<file path="src/rtl/fpu_seq_pkg.sv">
// fpu_seq_pkg: shared definitions for the FPU command sequencer.
//   - register word indices (byte address bits [4:2])
//   - FPU opcode constants
//   - sequencer FSM state encoding
//   - STATUS / fpu_flags bit positions and a STATUS packing helper
package fpu_seq_pkg;

    localparam logic [2:0] REG_OPA     = 3'd0;   // 0x00
    localparam logic [2:0] REG_OPB     = 3'd1;   // 0x04
    localparam logic [2:0] REG_CTRL    = 3'd2;   // 0x08
    localparam logic [2:0] REG_STATUS  = 3'd3;   // 0x0C
    localparam logic [2:0] REG_RESULT  = 3'd4;   // 0x10
    localparam logic [2:0] REG_IRQ_CLR = 3'd5;   // 0x14

    localparam logic [2:0] OP_ADD  = 3'd0;
    localparam logic [2:0] OP_MUL  = 3'd1;
    localparam logic [2:0] OP_DIV  = 3'd2;
    localparam logic [2:0] OP_SQRT = 3'd3;
    localparam logic [2:0] OP_CMP  = 3'd4;

    localparam int CTRL_START_BIT = 8;

    localparam int ST_BUSY      = 0;
    localparam int ST_DONE      = 1;
    localparam int ST_TIMEOUT   = 2;
    localparam int ST_WR_IGN    = 3;
    localparam int ST_FLAGS_LSB = 4;

    // fpu_flags = {done, inexact, ov, un, less, eq, great, inv, div_zero}
    localparam int FLG_DONE = 8;

    typedef enum logic [2:0] {
        S_IDLE    = 3'd0,
        S_CLEAR   = 3'd1,
        S_ISSUE   = 3'd2,
        S_WAIT    = 3'd3,
        S_CAPTURE = 3'd4
    } seq_state_t;

    function automatic logic [31:0] pack_status(
        input logic       busy,
        input logic       done,
        input logic       timeout,
        input logic       wr_ignored,
        input logic [8:0] flags
    );
        logic [31:0] s;
        s                              = '0;
        s[ST_BUSY]                     = busy;
        s[ST_DONE]                     = done;
        s[ST_TIMEOUT]                  = timeout;
        s[ST_WR_IGN]                   = wr_ignored;
        s[ST_FLAGS_LSB+8:ST_FLAGS_LSB] = flags;
        return s;
    endfunction

endpackage

</file>
<file path="src/rtl/fpu_cmd_sequencer_if.sv">
// fpu_cmd_sequencer_if: Wishbone slave-port bundle for the FPU command sequencer.
//   master modport: bus side (management core), drives stb/cyc/we/sel/adr/dat_i
//   slave modport : sequencer side, returns ack and read data
interface fpu_cmd_sequencer_if;
    logic        wbs_stb_i;
    logic        wbs_cyc_i;
    logic        wbs_we_i;
    logic [3:0]  wbs_sel_i;
    logic [31:0] wbs_adr_i;
    logic [31:0] wbs_dat_i;
    logic        wbs_ack_o;
    logic [31:0] wbs_dat_o;

    modport master (
        output wbs_stb_i, wbs_cyc_i, wbs_we_i, wbs_sel_i, wbs_adr_i, wbs_dat_i,
        input  wbs_ack_o, wbs_dat_o
    );

    modport slave (
        input  wbs_stb_i, wbs_cyc_i, wbs_we_i, wbs_sel_i, wbs_adr_i, wbs_dat_i,
        output wbs_ack_o, wbs_dat_o
    );
endinterface

</file>
<file path="src/rtl/fpu_seq_wb_regs.sv">
// fpu_seq_wb_regs: Wishbone decode, single-cycle ack and register file.
// Ports:
//   clk, rst_n          clock, async active-low reset
//   wbs                 Wishbone slave bundle
//   busy                sequencer not idle; blocks operand/control updates
//   cap_valid           sequencer is in CAPTURE this cycle
//   cap_timeout         the operation being captured ended by timeout
//   cap_result/flags    live FPU result and flags to capture
//   opa, opb, opcode,   registered operand/control values fed to the FPU
//   round
//   start               combinational: accepted START write this cycle
//   irq_clr             combinational: IRQ_CLR write this cycle
module fpu_seq_wb_regs
    import fpu_seq_pkg::*;
(
    input  logic        clk,
    input  logic        rst_n,
    fpu_cmd_sequencer_if.slave wbs,
    input  logic        busy,
    input  logic        cap_valid,
    input  logic        cap_timeout,
    input  logic [31:0] cap_result,
    input  logic [8:0]  cap_flags,
    output logic [31:0] opa,
    output logic [31:0] opb,
    output logic [2:0]  opcode,
    output logic [2:0]  round,
    output logic        start,
    output logic        irq_clr
);

    logic        req;
    logic        wr;
    logic        rd;
    logic [2:0]  idx;
    logic        wr_opa;
    logic        wr_opb;
    logic        wr_ctrl;
    logic        cfg_blocked;
    logic        done;
    logic        timeout;
    logic        wr_ignored;
    logic [8:0]  flags;
    logic [31:0] result;
    logic [31:0] rd_data;
    logic        unused_adr;

    // A new transfer is only taken while ack is low, so acks never go back-to-back.
    assign req = wbs.wbs_stb_i & wbs.wbs_cyc_i & ~wbs.wbs_ack_o;
    // Partial-width writes are acked but have no effect anywhere.
    assign wr  = req & wbs.wbs_we_i & (wbs.wbs_sel_i == 4'hF);
    assign rd  = req & ~wbs.wbs_we_i;
    assign idx = wbs.wbs_adr_i[4:2];

    assign wr_opa      = wr && (idx == REG_OPA);
    assign wr_opb      = wr && (idx == REG_OPB);
    assign wr_ctrl     = wr && (idx == REG_CTRL);
    assign irq_clr     = wr && (idx == REG_IRQ_CLR);
    assign cfg_blocked = busy & (wr_opa | wr_opb | wr_ctrl);
    assign start       = wr_ctrl & ~busy & wbs.wbs_dat_i[CTRL_START_BIT];

    assign unused_adr = ^{wbs.wbs_adr_i[31:5], wbs.wbs_adr_i[1:0]};

    always_comb begin
        rd_data = '0;
        case (idx)
            REG_OPA:    rd_data = opa;
            REG_OPB:    rd_data = opb;
            REG_CTRL:   rd_data = {26'd0, round, opcode};
            REG_STATUS: rd_data = pack_status(busy, done, timeout, wr_ignored, flags);
            REG_RESULT: rd_data = result;
            default:    rd_data = '0;
        endcase
    end

    always_ff @(posedge clk or negedge rst_n) begin
        if (!rst_n) begin
            wbs.wbs_ack_o <= 1'b0;
            wbs.wbs_dat_o <= '0;
            opa           <= '0;
            opb           <= '0;
            opcode        <= '0;
            round         <= '0;
            done          <= 1'b0;
            timeout       <= 1'b0;
            wr_ignored    <= 1'b0;
            flags         <= '0;
            result        <= '0;
        end else begin
            wbs.wbs_ack_o <= req;
            wbs.wbs_dat_o <= rd ? rd_data : 32'd0;

            if (wr_opa && !busy) opa <= wbs.wbs_dat_i;
            if (wr_opb && !busy) opb <= wbs.wbs_dat_i;
            if (wr_ctrl && !busy) begin
                opcode <= wbs.wbs_dat_i[2:0];
                round  <= wbs.wbs_dat_i[5:3];
            end
            if (start) begin
                done    <= 1'b0;
                timeout <= 1'b0;
                flags   <= '0;
            end
            if (cfg_blocked) wr_ignored <= 1'b1;

            if (irq_clr) begin
                done       <= 1'b0;
                timeout    <= 1'b0;
                wr_ignored <= 1'b0;
            end
            // Placed last so a completion landing with IRQ_CLR is not lost.
            if (cap_valid) begin
                result  <= cap_result;
                flags   <= cap_flags;
                done    <= 1'b1;
                timeout <= cap_timeout;
            end
        end
    end

endmodule

</file>
<file path="src/rtl/fpu_cmd_sequencer.sv">
// fpu_cmd_sequencer: Wishbone-controlled sequencer that runs one FPU operation
// per START (clear pulse, activate, wait for done or timeout, capture result).
// Optional macro: FPU_SEQ_IRQ_EN -- builds the completion interrupt register;
// when undefined irq is tied low and firmware polls STATUS.
// Ports:
//   wb_clk_i, wb_rst_ni   clock, async active-low reset
//   wbs                   Wishbone slave bundle (register access)
//   fpu_in1/in2           operands (frozen while busy)
//   fpu_opcode/round      operation and rounding mode
//   fpu_rst               one-cycle FPU clear pulse
//   fpu_act               FPU activate, held through WAIT
//   fpu_out/fpu_flags     FPU result and {done, ..., div_zero}
//   irq                   completion interrupt
//
// state     | meaning
// ----------+------------------------------------------------------
// S_IDLE    | waiting for START; busy=0
// S_CLEAR   | drives the one-cycle fpu_rst pulse
// S_ISSUE   | raises fpu_act, loads the wait timer
// S_WAIT    | fpu_act held; exit on fpu done or timer terminal count
// S_CAPTURE | result/flags captured, done (and timeout) set, fpu_act drops
module fpu_cmd_sequencer
    import fpu_seq_pkg::*;
#(
    parameter int TIMEOUT_CYCLES = 64
) (
    input  logic        wb_clk_i,
    input  logic        wb_rst_ni,
    fpu_cmd_sequencer_if.slave wbs,
    output logic [31:0] fpu_in1,
    output logic [31:0] fpu_in2,
    output logic [2:0]  fpu_opcode,
    output logic [2:0]  fpu_round,
    output logic        fpu_rst,
    output logic        fpu_act,
    input  logic [31:0] fpu_out,
    input  logic [8:0]  fpu_flags,
    output logic        irq
);

    // Down-counter with terminal count at zero: loaded with TIMEOUT_CYCLES-1 on
    // entry so the WAIT exit happens on the TIMEOUT_CYCLES-th WAIT sample. It
    // stops at zero rather than wrapping.
    localparam logic [7:0] WAIT_LOAD = 8'(TIMEOUT_CYCLES - 1);

    seq_state_t state;
    logic [7:0] wait_cnt;
    logic       exit_timeout;
    logic       busy;
    logic       start;
    logic       irq_clr;
    logic       cap_valid;

    assign busy      = (state != S_IDLE);
    assign cap_valid = (state == S_CAPTURE);

    fpu_seq_wb_regs u_regs (
        .clk         (wb_clk_i),
        .rst_n       (wb_rst_ni),
        .wbs         (wbs),
        .busy        (busy),
        .cap_valid   (cap_valid),
        .cap_timeout (exit_timeout),
        .cap_result  (fpu_out),
        .cap_flags   (fpu_flags),
        .opa         (fpu_in1),
        .opb         (fpu_in2),
        .opcode      (fpu_opcode),
        .round       (fpu_round),
        .start       (start),
        .irq_clr     (irq_clr)
    );

    always_ff @(posedge wb_clk_i or negedge wb_rst_ni) begin
        if (!wb_rst_ni) begin
            state        <= S_IDLE;
            wait_cnt     <= '0;
            exit_timeout <= 1'b0;
            fpu_rst      <= 1'b0;
            fpu_act      <= 1'b0;
        end else begin
            fpu_rst <= 1'b0;
            case (state)
                S_IDLE: begin
                    if (start) begin
                        exit_timeout <= 1'b0;
                        state        <= S_CLEAR;
                    end
                end
                S_CLEAR: begin
                    fpu_rst <= 1'b1;
                    state   <= S_ISSUE;
                end
                S_ISSUE: begin
                    fpu_act  <= 1'b1;
                    wait_cnt <= WAIT_LOAD;
                    state    <= S_WAIT;
                end
                S_WAIT: begin
                    // A done seen on the terminal-count sample still counts as a
                    // normal completion.
                    if (fpu_flags[FLG_DONE]) begin
                        state <= S_CAPTURE;
                    end else if (wait_cnt == 8'd0) begin
                        exit_timeout <= 1'b1;
                        state        <= S_CAPTURE;
                    end else begin
                        wait_cnt <= wait_cnt - 8'd1;
                    end
                end
                S_CAPTURE: begin
                    fpu_act <= 1'b0;
                    state   <= S_IDLE;
                end
                default: begin
                    fpu_act <= 1'b0;
                    state   <= S_IDLE;
                end
            endcase
        end
    end

`ifdef FPU_SEQ_IRQ_EN
    // Set in the same cycle that done is set so both win over a coincident IRQ_CLR.
    always_ff @(posedge wb_clk_i or negedge wb_rst_ni) begin
        if (!wb_rst_ni) begin
            irq <= 1'b0;
        end else if (cap_valid) begin
            irq <= 1'b1;
        end else if (irq_clr) begin
            irq <= 1'b0;
        end
    end
`else
    logic unused_irq_clr;
    assign unused_irq_clr = irq_clr;
    assign irq            = 1'b0;
`endif

endmodule
</file>
<file path="src/flat_wrapper.sv">
// flat-port wrapper written by rule: the top's interface ports become plain ports
module fpu_cmd_sequencer_flat import fpu_seq_pkg::*;
#(
    parameter int TIMEOUT_CYCLES = 64
)
  (wb_clk_i, wb_rst_ni, fpu_in1, fpu_in2, fpu_opcode, fpu_round, fpu_rst, fpu_act, fpu_out, fpu_flags, irq, wbs_wbs_stb_i, wbs_wbs_cyc_i, wbs_wbs_we_i, wbs_wbs_sel_i, wbs_wbs_adr_i, wbs_wbs_dat_i, wbs_wbs_ack_o, wbs_wbs_dat_o);
  fpu_cmd_sequencer_if wbs_i ();
  input  logic wb_clk_i;
  input  logic wb_rst_ni;
  output logic [31:0] fpu_in1;
  output logic [31:0] fpu_in2;
  output logic [2:0] fpu_opcode;
  output logic [2:0] fpu_round;
  output logic fpu_rst;
  output logic fpu_act;
  input  logic [31:0] fpu_out;
  input  logic [8:0] fpu_flags;
  output logic irq;
  input wire logic [$bits(wbs_i.wbs_stb_i)-1:0] wbs_wbs_stb_i;
  input wire logic [$bits(wbs_i.wbs_cyc_i)-1:0] wbs_wbs_cyc_i;
  input wire logic [$bits(wbs_i.wbs_we_i)-1:0] wbs_wbs_we_i;
  input wire logic [$bits(wbs_i.wbs_sel_i)-1:0] wbs_wbs_sel_i;
  input wire logic [$bits(wbs_i.wbs_adr_i)-1:0] wbs_wbs_adr_i;
  input wire logic [$bits(wbs_i.wbs_dat_i)-1:0] wbs_wbs_dat_i;
  output wire logic [$bits(wbs_i.wbs_ack_o)-1:0] wbs_wbs_ack_o;
  output wire logic [$bits(wbs_i.wbs_dat_o)-1:0] wbs_wbs_dat_o;
  assign wbs_i.wbs_stb_i = wbs_wbs_stb_i;
  assign wbs_i.wbs_cyc_i = wbs_wbs_cyc_i;
  assign wbs_i.wbs_we_i = wbs_wbs_we_i;
  assign wbs_i.wbs_sel_i = wbs_wbs_sel_i;
  assign wbs_i.wbs_adr_i = wbs_wbs_adr_i;
  assign wbs_i.wbs_dat_i = wbs_wbs_dat_i;
  assign wbs_wbs_ack_o = wbs_i.wbs_ack_o;
  assign wbs_wbs_dat_o = wbs_i.wbs_dat_o;
  fpu_cmd_sequencer #(.TIMEOUT_CYCLES(TIMEOUT_CYCLES)) u_core (.wb_clk_i(wb_clk_i), .wb_rst_ni(wb_rst_ni), .wbs(wbs_i), .fpu_in1(fpu_in1), .fpu_in2(fpu_in2), .fpu_opcode(fpu_opcode), .fpu_round(fpu_round), .fpu_rst(fpu_rst), .fpu_act(fpu_act), .fpu_out(fpu_out), .fpu_flags(fpu_flags), .irq(irq));
endmodule
</file>
<file path="config.mk">
export PLATFORM = sky130hd
export DESIGN_NAME = fpu_cmd_sequencer_flat
export DESIGN_NICKNAME = d
export VERILOG_FILES = /design/src/rtl/fpu_seq_pkg.sv /design/src/rtl/fpu_cmd_sequencer_if.sv /design/src/rtl/fpu_seq_wb_regs.sv /design/src/rtl/fpu_cmd_sequencer.sv /design/src/flat_wrapper.sv
export SDC_FILE = /design/constraint.sdc
export NUM_CORES = 1
export LEC_CHECK = 0
export BUFFER_PORTS_ARGS = -buffer_cell sky130_fd_sc_hd__buf_2
export CAP_MARGIN = 20
export CELL_PAD_IN_SITES_DETAIL_PLACEMENT = 2
export CELL_PAD_IN_SITES_GLOBAL_PLACEMENT = 2
export CORE_UTILIZATION = 32
export DETAILED_ROUTE_END_ITERATION = 16
export GPL_TIMING_DRIVEN = 0
export PLACE_DENSITY_LB_ADDON = 0.1
export SLEW_MARGIN = 25
export SYNTH_ARGS = -nofsm -noshare
export SYNTH_HDL_FRONTEND = slang
export SYNTH_SLANG_ARGS = --single-unit
</file>
<file path="constraint.sdc">
create_clock -name wb_clk_i -period 2 [get_ports wb_clk_i]
set_input_delay 0.1 -clock wb_clk_i [delete_from_list [all_inputs] [get_ports wb_clk_i]]
set_output_delay 0.1 -clock wb_clk_i [all_outputs]
set_load 0.03 [all_outputs]
</file>
==> key figures, run 1 <==
Synthesis
  – Synthesis-stage register bit count: between 150 and 200
  – Netlist cell types: 47
  – Post-synth EDFFs: 0
  – Yosys top cell area share: between 50% and 60%
  – Synth Net Count: between 700 and 800
  – Cell taking the most area after synthesis: dfrtp_1
  – Cell Area, Synth: around 0.007 mm^2
  – Post-synth ARST share: 100%
  – Area contributors post-synth: dfrtp_1, mux2_4, nand2_1, mux2i_1, nor2_1
  – Count leader, synth: dfrtp_1
  – Synth Flop Type: dfrtp_1
  – Sequential-to-total area share from yosys stat: between 50% and 60%
  – Synth top cells by count: dfrtp_1, nand2_1, mux2_4
  – Syn. warnings: 0
  – Avg Cell Area, Syn: around 12 um^2
  – Mapped Cells: a little over 600

Timing
  – Final hold slack: about 0.029 ns
  – Setup-failing EPs final: 0
  – Fin worst setup slack: around 0.024 ns
  – Total Neg Setup Slack: 0 ns
  – Final hold vios: 0
  – Final max-slew violation count: 0
  – Worst slew pin tran: roughly 0.84 ns
  – Fmax: around 0.51 GHz
  – Final Critical Period: roughly 2.0 ns
  – Rel. slew slack: about 44%
  – Layout Skew: about 0.010 ns
  – Crit share post-route: between 90 and 100%

Worst hold path
  – Hold Crit Depth: 2
  – Hold Path Class: input port to register

Clock tree
  – CTS tree: yes
  – Clock buffer depth: 2
  – Clock sinks: 161
  – Clock Tree Root: clkbuf_16
  – Clock transition at path regs: around 0.07 ns
  – CTS Buf Count: 17
  – Clk_lat worst skew: about 0.43 ns
  – H-tree depth: 4

Detailed routing
  – Routed wire per std cell: 20.8 um
  – DRC viols: 0
  – Initial DRC Count: 168
  – Post-DRT Antenna Nets: 0
  – Vias per inst: 4.86
  – Routed wire length: 24,700 um
  – Drt pass-1 iters: 4
  – Via count: slightly below 6k

Layout
  – Final core occ: between 40% and 50%
  – N_diodes: 0
  – FILL cells: ~2.3k
  – Final instance area: approximately 0.01 mm^2
  – Final net count: between 1k and 1.5k
  – Proportion of layout cells with a drive suffix above 1: 36.4%
  – Layout area overhead: 38.7%

Die
  – Starting Density: ~33%
  – I/O pin total: 220
  – Die X-Extent: about 150 um
  – Die extent in y: 151 um
  – Site Rows: 54
  – Full die area: about 0.023 mm^2
  – Core area: approximately 0.022 mm^2

Power and ir drop
  – Flop pwr share: approximately 46%
  – Clock power frac: 35.0%
  – Internal: 6.27 mW
  – Comb power frac: roughly a fifth
  – Worst-case vdd ir drop: 0.000589 V
  – Leak: roughly 5.1 nW
  – Switch share: between 30% and 40%
  – Pwr dens: just over 900 mW/mm^2
  – Sw power: ~2.8 mW

Worst setup path
  – CP Max Fanout: 10
  – Crit-path slowest cell: or4b_4
  – Cell breakdown of the critical path: or4b_4, buf_6, nor2_8, buf_12, mux2_4
  – CP Data Required Time: roughly 2.3 ns
  – R2R depth: 5
  – Critical Path Stages: 5
  – Delay-heaviest family, CP: simple AND/OR/NAND/NOR gates
  – Kind of critical path: register to register
  – Setup crit end kind: register
  – Worst Path Buf+Inv: 2
  – Crit path DAT: around 2.3 ns
  – CP max stage delay: 0.55 ns
  – CP startpoint kind: register

Place
  – Hpwl dp: between 15,000 and 20,000 um
  – Placer Congestion: 0.762
  – Place WS: -0.273 ns
  – Placed cell areas: between 0.008 and 0.009 mm^2
  – Buffers on Ports: approximately 190

Global routing
  – Global-route wire length before repair: between 30,000 and 40,000 um
  – Number of global-route vias before repair: 6,629
  – Total GRT Usage: a little under a quarter
  – Gr ovfl total: 0
  – Initial antenna violation count: 0
  – Pin count of the biggest net entering global routing: 68

Status
  – Outcome: finished clean

Run
  – Max-Cap Viols: 0
[cell usage in the layout, fill, tap and decap left out, types with 3 or more instances in the layout]
cell type / n
buf_2: 195
dfrtp_1: 161
nand2_1: 125
dlygate4sd3_1: 75
mux2_4: 60
nor2_1: 57
a21oi_1: 39
mux2i_1: 28
a22oi_1: 19
o21ai_0: 18
clkbuf_16: 17
clkbuf_1: 12
mux2_2: 10
buf_12: 6
buf_4: 6
inv_1: 5
clkinvlp_4: 5
nand2b_1: 4
nor3_1: 4
clkbuf_2: 4
nand2_2: 3
and2_1: 3
inv_6: 3
[stage by stage]
| step | cells | power [mW] |
|---|---|---|
| after floorplan | 609 | 5.06 |
| after global routing | 1189 | 9.56 |
| after detailed placement | 1079 | 5.73 |
| final | 1189 | 9.09 |
| after global placement | 1077 | 5.59 |
| after CTS | 1188 | 9.19 |
[registers in the layout (all words and copies together) (netlist names)]
signal / cells
u_core.state: 3
u_core.fpu_rst: 1
u_core.fpu_act: 1
u_core.u_regs.round: 3
u_core.wait_cnt: 8
u_core.u_regs.opa: 32
u_core.exit_timeout: 1
u_core.u_regs.wr_ignored: 1
u_core.u_regs.wbs.wbs_dat_o: 32
u_core.u_regs.result: 32
u_core.u_regs.opcode: 3
u_core.u_regs.wbs.wbs_ack_o: 1
u_core.u_regs.timeout: 1
u_core.u_regs.flags: 9
u_core.u_regs.done: 1
u_core.u_regs.opb: 32
[final timing paths]
kind	start	endpoint	slack, ns
min reg2reg	u_core.u_regs.result[3]	u_core.u_regs.result[3]	0.48
max in group asynchronous	wb_rst_ni	u_core.u_regs.wbs.wbs_ack_o	0.87
max reg2reg	u_core.u_regs.wbs.wbs_ack_o	u_core.u_regs.opa[11]	0.02
max	u_core.u_regs.wbs.wbs_ack_o	u_core.u_regs.opa[11]	0.02
min in group asynchronous	wb_rst_ni	u_core.u_regs.opa[19]	0.12
min	wbs_wbs_dat_i[8]	u_core.u_regs.opa[8]	0.03
[cells by family after synthesis]
group,synth area share [%]
and+or+nand+nor,13.8
DFF,56.6
muxes,18.2
AOI/OAI and AO/OA,7.26
buffers and inverters,3.67
adders and majority gates,0.351
other,0.0527
xor gates and xnor gates,0.123
[metal layers]
| metal | vias to the layer above | track usage, % | routed length [um] |
|---|---|---|---|
| met5 | - | 0 | 0 |
| met4 | 0 | 7.30 | 462 |
| met3 | 27 | 3.67 | 712 |
| met2 | 140 | 40.6 | 13000 |
| met1 | 2976 | 27.6 | 10500 |
| li1 | 2639 | - | - |
[power groups by stage]
stage | combinational (mW) | clock (mW) | sequential, mW
2_1_floorplan | 0.880 | 0 | 4.18
3_3_place_gp | 1.46 | 0 | 4.13
3_5_place_dp | 1.56 | 0 | 4.17
4_1_cts | 1.78 | 3.26 | 4.14
5_1_grt | 1.99 | 3.38 | 4.20
6_report | 1.76 | 3.18 | 4.14
[repair_timing]
item / CTS / global route
endpoints found under the setup margin: 91 / 81
buffers inserted: 4 / 1
pin swaps: 2 / 0
hold endpoints to repair: 204 / 0
gates resized for setup: 8 / 9
hold buffers: 75 / 0
[area by class of cell]
cell class	instances	area [um^2]	area share, %
Buffer	32	244	2.47
Clock buffer	20	457	4.63
Clock inverter	11	104	1.05
Inverter	5	18.8	0.190
Multi-Input combinational cell	410	2870	29.1
Sequential cell	161	4030	40.8
Tap cell	280	350	3.55
Timing Repair Buffer	270	1790	18.2
(Power assumes the default switching activity.)
==> run 2: changes to the inputs <==
ABC_CLOCK_PERIOD_IN_PS = 2000   (was default)
PLACE_DENSITY = 0.83   (was default)
PLACE_DENSITY_LB_ADDON = default   (was 0.1)
==> key figures, run 2 (synthesis gave the netlist of run 1 again) <==
Status
  – Outcome: finished clean

Worst hold path
  – Hold Path Class: input port to register

Clock tree
  – Clock transition at path regs: 0.07 ns (about the same)
  – Clock Tree Root: clkbuf_16
  – CTS tree: yes
  – Clk_lat worst skew: 0.43 ns (about the same)
  – Clock buffer depth: 2 (unchanged)
  – H-tree depth: 4 (unchanged)
  – Clock sinks: 161 (unchanged)
  – CTS Buf Count: 17 (unchanged)

Worst setup path
  – Kind of critical path: register to register
  – CP Data Required Time: 2.30 ns (about the same)
  – Crit path DAT: 2.28 ns (about the same)
  – Setup crit end kind: register
  – CP Max Fanout: 10 (unchanged)
  – Setup slack, reg-to-reg: 0.03 ns (about the same)
  – CP startpoint kind: register

Timing
  – Fmax: 0.507 GHz (+0.16%)
  – Total Neg Setup Slack: 0 ns (unchanged)
  – Final Critical Period: 1.97 ns (-0.00324 ns)
  – Layout Skew: 0.0141 ns (+0.00370 ns)
  – Rel. slew slack: 49.6% (+5.8 points)
  – Crit share post-route: 98.6% (-0.16 points)
  – RSZ-0062 raised after global routing: true
  – Final max-slew violation count: 0 (unchanged)
  – Setup-failing EPs final: 0 (unchanged)
  – Final hold vios: 0 (unchanged)
  – Fin worst setup slack: 0.0276 ns (+0.00324 ns)
  – Worst slew pin tran: 0.753 ns (-0.0867 ns)

Place
  – Place WS: -0.281 ns (-0.00748 ns)
  – Buffers on Ports: 188 (unchanged)
  – Hpwl dp: 16,700 um (+0.19%)
  – Placed cells: 1,079 (unchanged)
  – Placer Congestion: 0.763 (about the same)

Global routing
  – Met1 Usage GRT: 27.9% (+0.21 points)
  – Total GRT Usage: 23.6% (+0.89 points)
  – Gr ovfl total: 0 (unchanged)
  – GR Layer Usage met3: 3.80% (+0.12 points)
  – Initial antenna violation count: 0 (unchanged)
  – GR Util met2: 43.8% (+3.3 points)
  – GRT busiest layer: met2
  – Number of global-route vias before repair: 6,831 (+3.0%)
  – Global-route wire length before repair: 39,500 um (+3.3%)
  – Pin count of the biggest net entering global routing: 88 (+29%)

Die
  – Die extent in y: 151 um (unchanged)
  – Full die area: 0.0228 mm^2 (unchanged)
  – Die X-Extent: 151 um (unchanged)
  – Site Rows: 54 (unchanged)
  – Starting Density: 32.6% (unchanged)
  – Core area: 0.0218 mm^2 (unchanged)
  – I/O pin total: 220 (unchanged)

Detailed routing
  – Via count: 5,854 (+1.2%)
  – Drt pass-1 iters: 4 (unchanged)
  – Routed wire per std cell: 21.4 um (+3.0%)
  – Initial DRC Count: 260 (+55%)
  – DRC viols: 0 (unchanged)
  – Vias per inst: 4.93 (+1.3%)
  – Post-DRT Antenna Nets: 0 (unchanged)
  – Routed wire length: 25,400 um (+3.0%)

Layout
  – N_diodes: 0 (unchanged)
  – Most frequent cells in the layout: buf_2, dfrtp_1, nand2_1
  – Proportion of layout cells with a drive suffix above 1: 36.2% (-0.18 points)
  – Final net count: 1,012 (-0.099%)
  – Most common cell after layout, fill and taps aside: buf_2
  – Layout area overhead: 38.2%
  – FILL cells: 2,250 (-1.1%)
  – Final Non-Filler Cells: 1,188 (-0.084%)

Run
  – Max-Cap Viols: 0 (unchanged)

Power and ir drop
  – Leak: 5.06 nW (about the same)
  – Worst-case vdd ir drop: 0.000529 V (-10%)
  – Post-layout power: 9.04 mW (-0.54%)
  – Pwr dens: 918 mW/mm^2 (-0.25%)
[run 2: stage by stage]
step	area (um^2)	hold WS [ns]	util, %
2_1_floorplan	7120	-0.196	-
3_3_place_gp	8410	0.290	38.5
3_5_place_dp	8470	0.140	38.8
4_1_cts	9820	0.0149	45.0
5_1_grt	9840	0.0138	45.1
6_report	9840	0.0300	45.1
[run 2: power by group]
group / switching, mW / internal (mW)
Clock: 1.47 / 1.64
Combinational: 1.08 / 0.686
Sequential: 0.373 / 3.79
[run 2: critical path, stage by stage, from the launching register on]
cell and delay, ns:
dfrtp_1 0.42, or4b_4 0.57, buf_12 0.17, nor2_8 0.18, buf_12 0.19, mux2_4 0.31
[run 2: final timing paths]
check / from / end / depth (start not counted)
worst max-delay path: u_core.u_regs.wbs.wbs_ack_o / u_core.u_regs.opb[29] / 5
worst min-delay path: wbs_wbs_dat_i[8] / u_core.u_regs.opb[8] / 2
worst max register to register: u_core.u_regs.wbs.wbs_ack_o / u_core.u_regs.opb[29] / 5
worst min register to register: u_core.u_regs.result[14] / u_core.u_regs.result[14] / 2
max in group asynchronous: wb_rst_ni / u_core.u_regs.result[12] / 4
min in group asynchronous: wb_rst_ni / u_core.wait_cnt[7] / 3
[run 2: routing by layer]
metal	up-vias	wire length (um)
met3	23	799
li1	2646	-
met4	0	298
met5	-	0
met2	151	13800
met1	3034	10500
[run 2: timing repair]
| item | in CTS | in global routing |
|---|---|---|
| hold buffers | 75 | 0 |
| pin swaps | 3 | 0 |
| buffers inserted | 5 | 0 |
| hold endpoints to repair | 196 | 0 |
| gates resized for setup | 9 | 5 |
| endpoints found under the setup margin | 115 | 76 |
[run 2: layout make-up]
cell class	count	area, um^2	area share, %
Clock inverter	13	104	1.06
Multi-Input combinational cell	410	2860	29.0
Tap cell	280	350	3.56
Inverter	5	18.8	0.191
Clock buffer	18	439	4.46
Timing Repair Buffer	270	1790	18.2
Sequential cell	161	4030	40.9
Buffer	31	250	2.54
